--- config.mk ---
export PLATFORM = sky130hd
export DESIGN_NAME = cache_refill_controller
export DESIGN_NICKNAME = d
export VERILOG_FILES = /design/src/rtl/cache_refill_controller.sv
export SDC_FILE = /design/constraint.sdc
export NUM_CORES = 1
export LEC_CHECK = 0
export BUFFER_PORTS_ARGS = -buffer_cell sky130_fd_sc_hd__buf_4
export CAP_MARGIN = 40
export CELL_PAD_IN_SITES_DETAIL_PLACEMENT = 1
export CELL_PAD_IN_SITES_GLOBAL_PLACEMENT = 1
export CORE_UTILIZATION = 32
export DETAILED_ROUTE_END_ITERATION = 6
export GPL_ROUTABILITY_DRIVEN = 0
export GPL_TIMING_DRIVEN = 0
export PLACE_DENSITY = 0.89
export SKIP_CTS_REPAIR_TIMING = 1
export SLEW_MARGIN = 40
export SYNTH_ARGS = -nofsm -noshare
export SYNTH_HDL_FRONTEND = slang
export SYNTH_SLANG_ARGS = --single-unit
--- constraint.sdc ---
create_clock -name clk -period 3.4 [get_ports clk]
set_clock_uncertainty 0.1 [all_clocks]
set_input_delay 0.17 -clock clk [delete_from_list [all_inputs] [get_ports clk]]
set_output_delay 0.17 -clock clk [all_outputs]
set_load 0.005 [all_outputs]
--- src/rtl/cache_refill_controller.sv ---
// rtl/cache_refill_controller.sv - cache line miss sequencer: victim pick, dirty write-back, line refill, tag install
module cache_refill_controller #(
    parameter int WAY_COUNT      = 2,
    parameter int SET_COUNT      = 64,
    parameter int WORDS_PER_LINE = 4,
    parameter int ADDR_WIDTH     = 32,
    localparam int WAY_W  = (WAY_COUNT > 1) ? $clog2(WAY_COUNT) : 1,
    localparam int SET_W  = $clog2(SET_COUNT),
    localparam int WORD_W = $clog2(WORDS_PER_LINE),
    localparam int TAG_W  = ADDR_WIDTH - SET_W - WORD_W - 2
) (
    input  logic                  clk,
    input  logic                  reset,
    input  logic                  miss_valid,
    input  logic [ADDR_WIDTH-1:0] miss_addr,
    output logic                  miss_ready,
    output logic                  done,
    input  logic [WAY_W-1:0]      repl_way,
    input  logic                  repl_ready,
    output logic                  repl_taken,
    output logic [SET_W-1:0]      arr_set,
    output logic [WAY_W-1:0]      arr_way,
    output logic [WORD_W-1:0]     arr_word,
    output logic                  meta_rd,
    input  logic                  meta_valid,
    input  logic                  meta_dirty,
    input  logic [TAG_W-1:0]      meta_tag,
    output logic                  data_rd,
    input  logic [31:0]           data_rdata,
    output logic                  data_we,
    output logic [31:0]           data_wdata,
    output logic                  tag_we,
    output logic [TAG_W-1:0]      tag_wdata,
    output logic                  mem_req,
    output logic                  mem_we,
    output logic [ADDR_WIDTH-1:0] mem_addr,
    output logic [31:0]           mem_wdata,
    input  logic                  mem_gnt,
    input  logic                  mem_rvalid,
    input  logic [31:0]           mem_rdata
);
    typedef enum logic [3:0] {
        IDLE, VICTIM, META, WB_RD, WB_REQ, WB_WAIT, FILL_REQ, FILL_WAIT, COMMIT
    } state_t;

    state_t              state_q, state_n;
    logic [TAG_W-1:0]    miss_tag_q, victim_tag_q;
    logic [SET_W-1:0]    set_q;
    logic [WAY_W-1:0]    way_q;
    logic [WORD_W-1:0]   word_q;
    logic [31:0]         wdata_q;
    logic                rd_pending_q;
    logic                last_word;
    logic                unused_offset;

    assign unused_offset = ^miss_addr[WORD_W+1:0];
    assign last_word     = (word_q == WORD_W'(WORDS_PER_LINE - 1));

    always_ff @(posedge clk or posedge reset) begin
        if (reset) begin
            state_q      <= IDLE;
            miss_tag_q   <= '0;
            victim_tag_q <= '0;
            set_q        <= '0;
            way_q        <= '0;
            word_q       <= '0;
            wdata_q      <= '0;
            rd_pending_q <= 1'b0;
        end else begin
            state_q      <= state_n;
            rd_pending_q <= (state_q == WB_RD);
            if (rd_pending_q)
                wdata_q <= data_rdata;
            case (state_q)
                IDLE: if (miss_valid) begin
                    miss_tag_q <= miss_addr[ADDR_WIDTH-1 -: TAG_W];
                    set_q      <= miss_addr[WORD_W+2 +: SET_W];
                end
                VICTIM: if (repl_ready) way_q <= repl_way;
                META: begin
                    word_q <= '0;
                    if (meta_valid && meta_dirty)
                        victim_tag_q <= meta_tag;
                end
                WB_WAIT, FILL_WAIT: if (mem_rvalid) word_q <= last_word ? '0 : word_q + 1'b1;
                default: ;
            endcase
        end
    end

    // The metadata read happens in the cycle repl_way is taken, so the way is forwarded then.
    assign arr_way    = (state_q == VICTIM) ? repl_way : way_q;
    assign arr_set    = set_q;
    assign arr_word   = word_q;
    assign tag_wdata  = miss_tag_q;
    // Array read data arrives one cycle after data_rd; pass it straight through, then hold it.
    assign mem_wdata  = rd_pending_q ? data_rdata : wdata_q;
    assign data_wdata = data_we ? mem_rdata : '0;

    always_comb begin
        state_n    = state_q;
        miss_ready = 1'b0;
        done       = 1'b0;
        repl_taken = 1'b0;
        meta_rd    = 1'b0;
        data_rd    = 1'b0;
        data_we    = 1'b0;
        tag_we     = 1'b0;
        mem_req    = 1'b0;
        mem_we     = 1'b0;
        mem_addr   = '0;
        case (state_q)
            IDLE: begin
                miss_ready = 1'b1;
                if (miss_valid) state_n = VICTIM;
            end
            VICTIM: if (repl_ready) begin
                meta_rd = 1'b1;
                state_n = META;
            end
            META: state_n = (meta_valid && meta_dirty) ? WB_RD : FILL_REQ;
            WB_RD: begin
                data_rd = 1'b1;
                state_n = WB_REQ;
            end
            WB_REQ: begin
                mem_req  = 1'b1;
                mem_we   = 1'b1;
                mem_addr = {victim_tag_q, set_q, word_q, 2'b00};
                if (mem_gnt) state_n = WB_WAIT;
            end
            WB_WAIT: if (mem_rvalid) state_n = last_word ? FILL_REQ : WB_RD;
            FILL_REQ: begin
                mem_req  = 1'b1;
                mem_addr = {miss_tag_q, set_q, word_q, 2'b00};
                if (mem_gnt) state_n = FILL_WAIT;
            end
            FILL_WAIT: if (mem_rvalid) begin
                data_we = 1'b1;
                state_n = last_word ? COMMIT : FILL_REQ;
            end
            COMMIT: begin
                tag_we     = 1'b1;
                repl_taken = 1'b1;
                done       = 1'b1;
                state_n    = IDLE;
            end
            default: state_n = IDLE;
        endcase
    end
endmodule

Word-level counts from Yosys, hierarchy flattened
Cells that the tools add are included.
- $add $sub $neg: 1
- multipliers: 0
- div/mod/pow operators: 0
- order comparisons: 0
- equal/unequal tests: 16
- shift-type cells: 0
- mux-type cells: 26
- bitwise gates (word level): 0
- reductions and logical operators: 10
- operator list (cell ; count):
    2-to-1 mux 32 bit ; 2
    case mux 32 bit (2 select lines) ; 1
    case mux 4 bit (8 select lines) ; 1
    2-to-1 mux 4 bit ; 7
    equality test 4 x 3 -> 1 bit (second input constant) ; 4
    inequality test 2 bit (second input constant) ; 7
    2-to-1 mux 1 bit ; 10
    equality test 4 x 2 -> 1 bit (second input constant) ; 2
    AND reduction 2 bit ; 4
    2-to-1 mux 3 bit ; 2
    AND reduction 6 bit ; 1
    equality test 4 x 1 -> 1 bit (second input constant) ; 1
    equality test 4 bit (second input constant) ; 1
    zero test 4 bit ; 1
    2-to-1 mux 2 bit ; 2
    case mux 2 bit (2 select lines) ; 1
    OR reduction 2 bit ; 2
    adder 2 x 1 -> 2 bit (second input constant) ; 1
    equality test 2 bit (second input constant) ; 1
    nonzero test 2 bit ; 1
    logical AND 1 bit ; 1
- register bits after elaboration: 90
- bits in latches: 0
- RAM bits: 0
- memory bits (read-only): 0
- input bits: 127
- output and inout bits: 136
- logic and storage cells: 61
- memories: 0

Longest topological paths before layout
Gate-level depths: netlist (run 1).
- depth in word-level cells: 4
- mapped depth: 6

Worst setup path after synthesis (run 1)
No wires, ideal clock.
- path kind: register -> register
- start point: register state_q[3]
- end point: register victim_tag_q[4]
- library setup time: 0.125 ns
- arrival: 1.533 ns
- path slack: 1.642 ns
- stages on the path, launching flop included: 7
- cell sequence: dfrtp_1 > buf_6 > nor4b_2 > and3_1 > buf_4 > buf_6 > mux2_2
- cells in the longest elaborated chain, start to end: 2
- ends and longest elaborated chain (element ; RTL line ; source):
    start: declaration ; 46 ; state_t state_q, state_n;
    start signal: assignment ; 70 ; state_q <= state_n;
    equality test 4 x 2 -> 1 bit ; 74 ; case (state_q)
    AND reduction 2 bit (no source line) ; -- ;
    end signal: assignment ; 83 ; victim_tag_q <= meta_tag;
    end: declaration ; 47 ; logic [TAG_W-1:0] miss_tag_q, victim_tag_q;
Every way passes these cells.
A chain may end at the register's enable or synchronous reset.

Final worst setup path (run 1)
- start point: register state_q[2]
- end point: output port mem_addr[15]
- cells in the longest elaborated chain, start to end: 2
- elaborated cells on any way between the ends: 3
- classes of those cells: 2 x eq/ne; 1 x mux
- ends and longest elaborated chain (element ; RTL line ; source):
    equality test 4 x 3 -> 1 bit ; 112 ; case (state_q)
    case mux 32 bit (2 select lines) * ; 112 ;
    end: declaration ; 36 ; output logic [ADDR_WIDTH-1:0] mem_addr,
Every way passes the cells marked *; elsewhere a longest branch is shown, timed or not.

==> flow_summary.toml, run 1 <==
[placed_design]
port_buffers = 256
placed_cells = 743
preCtsSetupSlack_ns = 1.33
hpwl_mm = 11.1
place_area_um2 = 6420

[layout]
multi_input_area_um2 = 1810
seq_area_um2 = 2250
fin_cells = 833
layout.nets = 785
drive_above_1_share_pct = 55.7
area_growth_syn_to_layout_pct = 76.4
num_antenna_cells = 0
nFillCells = 1312
stdcell_area_um2 = 7490

[worst_setup_path]
path_max_fanout = 10
required_ns = 3.13
critPathArrivalTime_ns = 2.23
critPathKind = "reg2out"
end_kind = "primary output"
cp-start-kind = "register"

[timing]
setup_violations = 0
finalCritPeriodShare_pct = 73.6
maxClockFrequency_mhz = 400
rsz0062_at_grt = "false"
finalSetupTns_ns = 0
fin_ws_ns = 0.897
slew_viol_final = 0
hold_viol_final = 0
worstMarginPinSlew_ns = 0.672
relSlewSlack_pct = 55.1
period_needed_ns = 2.50
hold_slack_ns = 0.00454

[die]
die_h_um = 117
core_area_um2 = 12800
initial_core_util_pct = 33.2
rows = 41
die_w_um = 117
io_pins = 263
die_area_um2 = 13700

[synth]
synth_edf_count = 0
synth_top_area_share_pct = 53.1
synthArstFlopShare_pct = 100
synth_area_um2 = 4250
ys_seq_area_share_pct = 53.1
ys.flop_type = "dfrtp_1"
post_synth_num_cell_types = 37
synth_area_leader_cell = "dfrtp_1"
post_synth_inst_count = 313
synth.ff_latch_count = 90
syn_area_per_cell_um2 = 13.6
yosysWarnings = 0
netlist_top_cells_area = "dfrtp_1 (53%), mux2_2 (12%), mux2_4 (7.1%)"

[clocking]
cts_max_level = 3
cts_sinks = 90
clk_latency_ns = 0.33
cts.clk_slew.worst_paths_ns = 0.07
cts_buffers = 9
cts.path.max_buffers = 2
cts_root_buf = "clkbuf_16"
cts_tree = "done"

[power]
combPwrFrac_pct = 47.9
switchingPower_uw = 1910
vdd_drop_max_mv = 0.427
p_int_uw = 3860
seqPwrFrac_pct = 33.1
power_density_nw_per_um2 = 771
p_leak_uw = 0.00378
pwr-share-clk_pct = 19.0
switching_share_pct = 33.1

[detailed_routing]
antenna_left = 0
via_per_inst = 4.76
drc_errors = 0
firstDrtPassIters = 6
drt_iter0_drc = 163
wire_per_inst_um = 20.5
num_vias = 3966
routed_wl_mm = 17.1

[grt]
antenna_found_initial = 0
grt_max_degree = 63
grt_overflow = 0
grt_pass1_wl_mm = 20.8
grt.total_usage_pct = 20.3
grt_pass1_vias = 3943

[run]
drv_cap = 0

[hold_path]
hold_path.class = "in2reg"

[status]
status = "finished, final reports clean"
## flip-flops by register name, summed over array words and instances, names as in the netlist
register and flops:
tag_wdata 22, victim_tag_q 22, rd_pending_q 1, state_q 4, way_q 1, wdata_q 32, arr_word 2, arr_set 6
## layer usage
metal	wire (um)	share of wire, %	track usage, %	up-vias
li1	-	-	-	1781
met1	6080	36	21.9	1975
met2	9790	57	39.8	190
met3	956	5.6	4.79	20
met4	284	1.7	4.73	0
met5	0	0	0	-
## power groups by stage
stage / logic [uW] / clock network (uW) / registers [uW]
3_5_place_dp: 2630 / 0 / 1890
4_1_cts: 2650 / 1110 / 1870
6_report: 2770 / 1100 / 1910
2_1_floorplan: 1240 / 0 / 1800
3_3_place_gp: 2530 / 0 / 1840
5_1_grt: 3000 / 1160 / 1960
## through the flow
step           utilization (%)  total power [uW]
6_report                  58.6              5770
5_1_grt                   58.6              6110
4_1_cts                   52.8              5630
3_5_place_dp              50.2              4520
3_3_place_gp              50.0              4370
2_1_floorplan                -              3050
## synthesized netlist by cell type, types with 2 or more instances
cell and instances:
nor2_1 6, a22o_1 24, or3_1 2, a21oi_1 2
nor3_1 2, nor3_2 2, ha_1 2, mux2_2 47
nor4b_1 2, dfrtp_1 90, buf_4 5, mux2_4 20
inv_1 5, buf_1 3, buf_2 9, mux2_1 17
nor4_1 2, clkbuf_1 4, o21ai_0 3, nand2b_1 3
buf_6 5, and2_1 41, nand2_1 3
## area by class of cell
class / instances / area share [%]
plain buffers: 26 / 2.21
clock buffers: 11 / 3.24
clock inverters: 5 / 1.14
inverters: 5 / 0.318
multi-input cells: 193 / 24.2
flip-flops and latches: 90 / 30.1
well taps: 172 / 2.87
repair buffers: 331 / 35.9
## placed cells by master, fill, tap and decap left out, types with 2 or more instances in the layout
cell           count
buf_2              9
nor3_2             2
nor4_1             2
or3_1              2
inv_1              4
inv_6              2
ha_1               2
mux2_4            20
a21oi_1            2
nor4b_1            2
nand2_1            3
nand2b_1           3
conb_1             2
o21ai_0            3
a22o_1            24
mux2_1            17
nor2_1             6
buf_4            261
buf_1              3
clkbuf_16          9
dfrtp_1           90
dlygate4sd3_1     74
buf_6              5
nor3_1             2
mux2_2            47
bufinv_16          2
and2_1            41
clkbuf_1           5
## cell families (layout without fill, tap and decap cells)
group,count (synthesis),count (layout),synth area share [%]
flops,90,90,53.1
mux,84,84,24.0
simple gates,70,70,10.9
compound gates,35,35,7.01
buf+inv,31,378,4.33
fa+ha+maj,2,2,0.589
other cells,1,2,0.0883
## worst paths after layout
kind | depth (start not counted) | slack, ns | startpoint | endpoint
setup / recovery | 6 | 0.90 | state_q[2] | mem_addr[15]
hold / removal | 2 | 0.005 | data_rdata[24] | wdata_q[24]
setup reg to reg | 6 | 1.41 | state_q[3] | victim_tag_q[13]
hold reg to reg | 1 | 0.40 | victim_tag_q[9] | victim_tag_q[9]
max in group asynchronous | 4 | 2.34 | reset | victim_tag_q[21]
min in group asynchronous | 3 | 0.26 | reset | wdata_q[24]
## critical path: stages, from the launching register on
cell	delay [ns]
dfrtp_1	0.45
nand2b_1	0.07
clkbuf_1	0.24
nor3_2	0.48
buf_2	0.34
a22o_1	0.20
buf_4	0.12
Power figures use the tool's default switching activity.
==> inputs of run 2 (changes only) <==
clock period = 2.5 ns   (was 3.4 ns; I/O delays follow)
==> run 2 against run 1 <==
  * Largest power group unchanged
  * Worst setup slack worse by 0.88 ns
  * Clock-buffer cell count down 1
  * Critical path type unchanged
  * Critical endpoint is now mem_addr[25]
  * Largest cell class unchanged
  * Cell area is 1.8% higher
==> flow_summary.toml, run 2 (synthesis gave the netlist of run 1 again) <==
[worst_setup_path]
crit_chain = "nand2b_1, clkbuf_1, nor3b_2, buf_2, a22o_1, buf_4"
required_ns = 2.28
worstRegToRegCells = 6
critPathBufInv = 3
cp-start-kind = "register"
path_max_fanout = 10
critPathArrivalTime_ns = 2.26
rrSetupSlack_ns = 0.42
end_kind = "primary output"
timing.rr.end = "victim_tag_q[14]"
crit_family = "buffers and inverters"
max_stage_delay_ns = 0.44
reg2reg_from = "state_q[3]"
critPathKind = "reg2out"
cp_slowest_cell = "nor3b_2"

[grt]
grt_max_degree = 27
grt_pass1_wl_mm = 21.1
antenna_found_initial = 1
grt.total_usage_pct = 20.9
grt_overflow = 0
grt_pass1_vias = 4007

[timing]
period_needed_ns = 2.48
slew_viol_final = 0
worstMarginPinSlew_ns = 0.721
hold_viol_final = 0
finalCritPeriodShare_pct = 99.4
maxClockFrequency_mhz = 403
setup_violations = 0
relSlewSlack_pct = 51.8

[layout]
drive_above_1_share_pct = 55.1
stdcell_area_um2 = 7620
seq_area_um2 = 2250
layout.nets = 797
fin_cells = 846
largest_reg_flops = 32
area_growth_syn_to_layout_pct = 79.5
final_common_cell = "buf_4"
multi_input_area_um2 = 1820
nFillCells = 1287
final_cell_mix = "buf_4 (261), dfrtp_1 (90), dlygate4sd3_1 (84), mux2_2 (47), and2_1 (41)"
top_register = "wdata_q"

[detailed_routing]
antenna_left = 0
firstDrtPassIters = 4
drc_errors = 0
via_per_inst = 4.77
routed_wl_mm = 18.2
num_vias = 4039
drt_iter0_drc = 103
wire_per_inst_um = 21.5

[power]
power_density_nw_per_um2 = 1040
p_leak_uw = 0.00383
vdd_drop_max_mv = 0.393
p_total_uw = 7890

[placed_design]
placed_cells = 745
hpwl_mm = 11.5
port_buffers = 256
place_area_um2 = 6460

[die]
initial_core_util_pct = 33.2
die_area_um2 = 13700
die_h_um = 117
io_pins = 263
die_w_um = 117
rows = 41
core_area_um2 = 12800

[hold_path]
min_to = "state_q[2]"
hold_path.class = "in2reg"
hold_path_depth = 4
hp-start = "mem_rvalid"

[clocking]
cts_tree = "done"
clk_latency_ns = 0.33
cts.path.max_buffers = 2
cts_root_buf = "clkbuf_16"
cts.clk_slew.worst_paths_ns = 0.06
cts_max_level = 3
cts_buffers = 9
cts_sinks = 90

[status]
status = "finished, final reports clean"

[run]
drv_cap = 0
==> run 2: cell types whose count changed in the layout (fill, tap and decap cells not counted), sizes merged <==
cell,delta
dlygate4sd3,+10
buf,+2
clkinv,+2
bufinv,-1
clkbuf,-1
clkinvlp,+1
diode,+1
inv,-1
==> run 2: worst max-delay path by stage <==
stage / start / endpoint / slack, ns / cells after the start
final: state_q[3] / mem_addr[25] / 0.02 / 6
after global routing: state_q[2] / mem_addr[25] / -0.09 / 6
after CTS: state_q[3] / mem_addr[28] / 0.11 / 6
after detailed placement: state_q[3] / victim_tag_q[14] / 0.46 / 6
after global placement: state_q[3] / mem_addr[19] / 0.52 / 6
after floorplan: state_q[3] / victim_tag_q[4] / 0.74 / 6
==> run 2: report_power, final <==
| group | internal, uW | total [uW] | switching, uW |
|---|---|---|---|
| clock network | 805 | 1410 | 609 |
| registers | 2140 | 2630 | 491 |
| logic | 2220 | 3840 | 1620 |
| total | 5170 | 7890 | 2720 |
==> run 2: cell type report <==
class	instances	area share [%]
Antenna cell	1	0.0328
Buffer	26	2.17
Clock buffer	10	3.14
Clock inverter	6	0.854
Inverter	5	0.296
Multi-Input combinational cell	193	23.9
Sequential cell	90	29.6
Tap cell	172	2.82
Timing Repair Buffer	343	37.2
==> run 2: layer usage <==
layer	track usage, %	share of wire (%)	vias up	routed length (um)
met2	41.4	57	212	10400
li1	-	-	1798	-
met5	0	0	-	0
met4	7.85	2.7	0	492
met3	3.96	5.9	33	1070
met1	21.5	34	1996	6230
==> run 2: metrics by stage <==
stage	hold slack, ns	worst slack [ns]	setup TNS (ns)	utilization, %
2_1_floorplan	0.160	0.742	0	-
4_1_cts	-0.263	0.108	0	53.0
5_1_grt	0.0766	-0.0894	-0.457	59.6
3_5_place_dp	0.107	0.456	0	50.6
3_3_place_gp	0.243	0.525	0	50.0
6_report	0.0578	0.0159	0	59.6
==> run 2: worst register-to-register path, cell delays in order, from the launching register on <==
cell,delay (ns)
dfrtp_1,0.38
buf_6,0.15
nor4b_2,0.36
and3_1,0.21
buf_4,0.17
buf_6,0.18
mux2_1,0.40
==> inputs of run 3 (changes only) <==
PLACE_DENSITY = not set   (was 0.89)
PLACE_DENSITY_LB_ADDON = 0.05   (was not set)
==> run 3 against run 2 <==
  * Fmax rose by 5.5%
  * Wire length fell by 16%
  * Non-clock buffer count rose by 1
  * Clock power rose by 4%
  * Worst setup slack improved by 0.13 ns
  * Global-route usage fell by 2.0 points
  * Critical path type unchanged
  * Largest cell class unchanged
==> flow_summary.toml, run 3 (synthesis gave the netlist of run 1 again) <==
[status]
status = "finished, final reports clean"

[worst_setup_path]
required_ns = 2.28
timing.rr.end = "victim_tag_q[14]"
rrSetupSlack_ns = 0.53
end_kind = "primary output"
cp-start-kind = "register"
endpoint = "mem_addr[22]"
path_max_fanout = 10
critPathKind = "reg2out"
reg2reg_from = "state_q[3]"
critPathArrivalTime_ns = 2.13
worstRegToRegCells = 6
setup.worst_path.start = "state_q[2]"

[die]
die_h_um = 117
core_area_um2 = 12800
rows = 41
die_area_um2 = 13700
initial_core_util_pct = 33.2
io_pins = 263
die_w_um = 117

[detailed_routing]
num_vias = 3941
via_per_inst = 4.66
firstDrtPassIters = 4
drc_errors = 0
drt_iter0_drc = 103
routed_wl_mm = 15.2
antenna_left = 0
wire_per_inst_um = 18.0

[timing]
rsz0062_at_grt = "true"
setup_violations = 0
fin_ws_ns = 0.145
maxClockFrequency_mhz = 425
finalCritPeriodShare_pct = 94.2
worstMarginPinSlew_ns = 0.685
relSlewSlack_pct = 53.7
finalSetupTns_ns = 0
hold_viol_final = 0
period_needed_ns = 2.35
slew_viol_final = 0

[hold_path]
hold_path.class = "in2reg"
hp-start = "mem_rvalid"

[clocking]
cts.clk_slew.worst_paths_ns = 0.06
cts_tree = "done"
cts_sinks = 90
cts_root_buf = "clkbuf_16"
cts_max_level = 3
cts_buffers = 9
clk_latency_ns = 0.34
cts.path.max_buffers = 2

[layout]
fin_cells = 846
num_antenna_cells = 0
multi_input_area_um2 = 1830
largest_reg_flops = 32
drive_above_1_share_pct = 55.2
seq_area_um2 = 2250
area_growth_syn_to_layout_pct = 80.8
final_cell_mix = "buf_4 (261), dfrtp_1 (90), dlygate4sd3_1 (84), mux2_2 (47), and2_1 (41)"
final_common_cell = "buf_4"
nFillCells = 1325
stdcell_area_um2 = 7670
top_register = "wdata_q"
layout.nets = 798

[grt]
grt_overflow = 0
grt_max_degree = 24
grt_pass1_wl_mm = 19.2
grt_pass1_vias = 3639
antenna_found_initial = 0
grt.total_usage_pct = 18.9

[placed_design]
place_area_um2 = 6500
preCtsSetupSlack_ns = 0.385
port_buffers = 256
hpwl_mm = 10.2
placed_cells = 746

[power]
power_density_nw_per_um2 = 1010
vdd_drop_max_mv = 0.412
p_leak_uw = 0.00386
p_total_uw = 7730

[run]
drv_cap = 0
run 3: changes by cell type in the layout (fill, tap and decap cells not counted), sizes merged:
cell / previous run / this run
clkinv: 3 / 2
buf: 281 / 282
bufinv: 1 / 2
diode: 1 / 0
run 3: layer usage:
metal	vias to the layer above	routed length [um]	global-route usage, %
li1	1813	-	-
met1	1955	5730	21.7
met2	154	8370	34.0
met3	19	940	5.25
met4	0	187	5.82
met5	-	0	0
run 3: power breakdown:
group          internal (uW)  total [uW]  switching [uW]
registers               2140        2560             415
logic                   2220        3710            1490
clock network            880        1460             581
run 3: how the worst min path moves through the flow:
| stage | end | cells past startpoint |
|---|---|---|
| after floorplan | victim_tag_q[10] | 1 |
| after global placement | victim_tag_q[10] | 2 |
| after detailed placement | wdata_q[23] | 2 |
| after CTS | wdata_q[26] | 2 |
| after global routing | state_q[0] | 3 |
| final | state_q[2] | 4 |
run 3: layout make-up:
class                   count  area share (%)
repair buffers            344            37.4
plain buffers              26            2.17
clock buffers              10            2.98
multi-input cells         193            23.8
flip-flops and latches     90            29.3
well taps                 172            2.80
inverters                   5           0.293
clock inverters             6            1.17
run 3: per-stage QoR:
| stage | util, % | hold slack, ns |
|---|---|---|
| 2_1_floorplan | - | 0.160 |
| 3_3_place_gp | 50.0 | 0.244 |
| 3_5_place_dp | 50.9 | 0.0665 |
| 4_1_cts | 53.4 | -0.306 |
| 5_1_grt | 60.1 | 0.0669 |
| 6_report | 60.1 | 0.0599 |
run 3: worst max-delay path, stage by stage, from the launching register on:
cell and delay (ns):
dfrtp_1 0.47, nand2b_1 0.08, clkbuf_1 0.25, nor3b_2 0.35, buf_2 0.33, a22o_1 0.20
buf_4 0.11
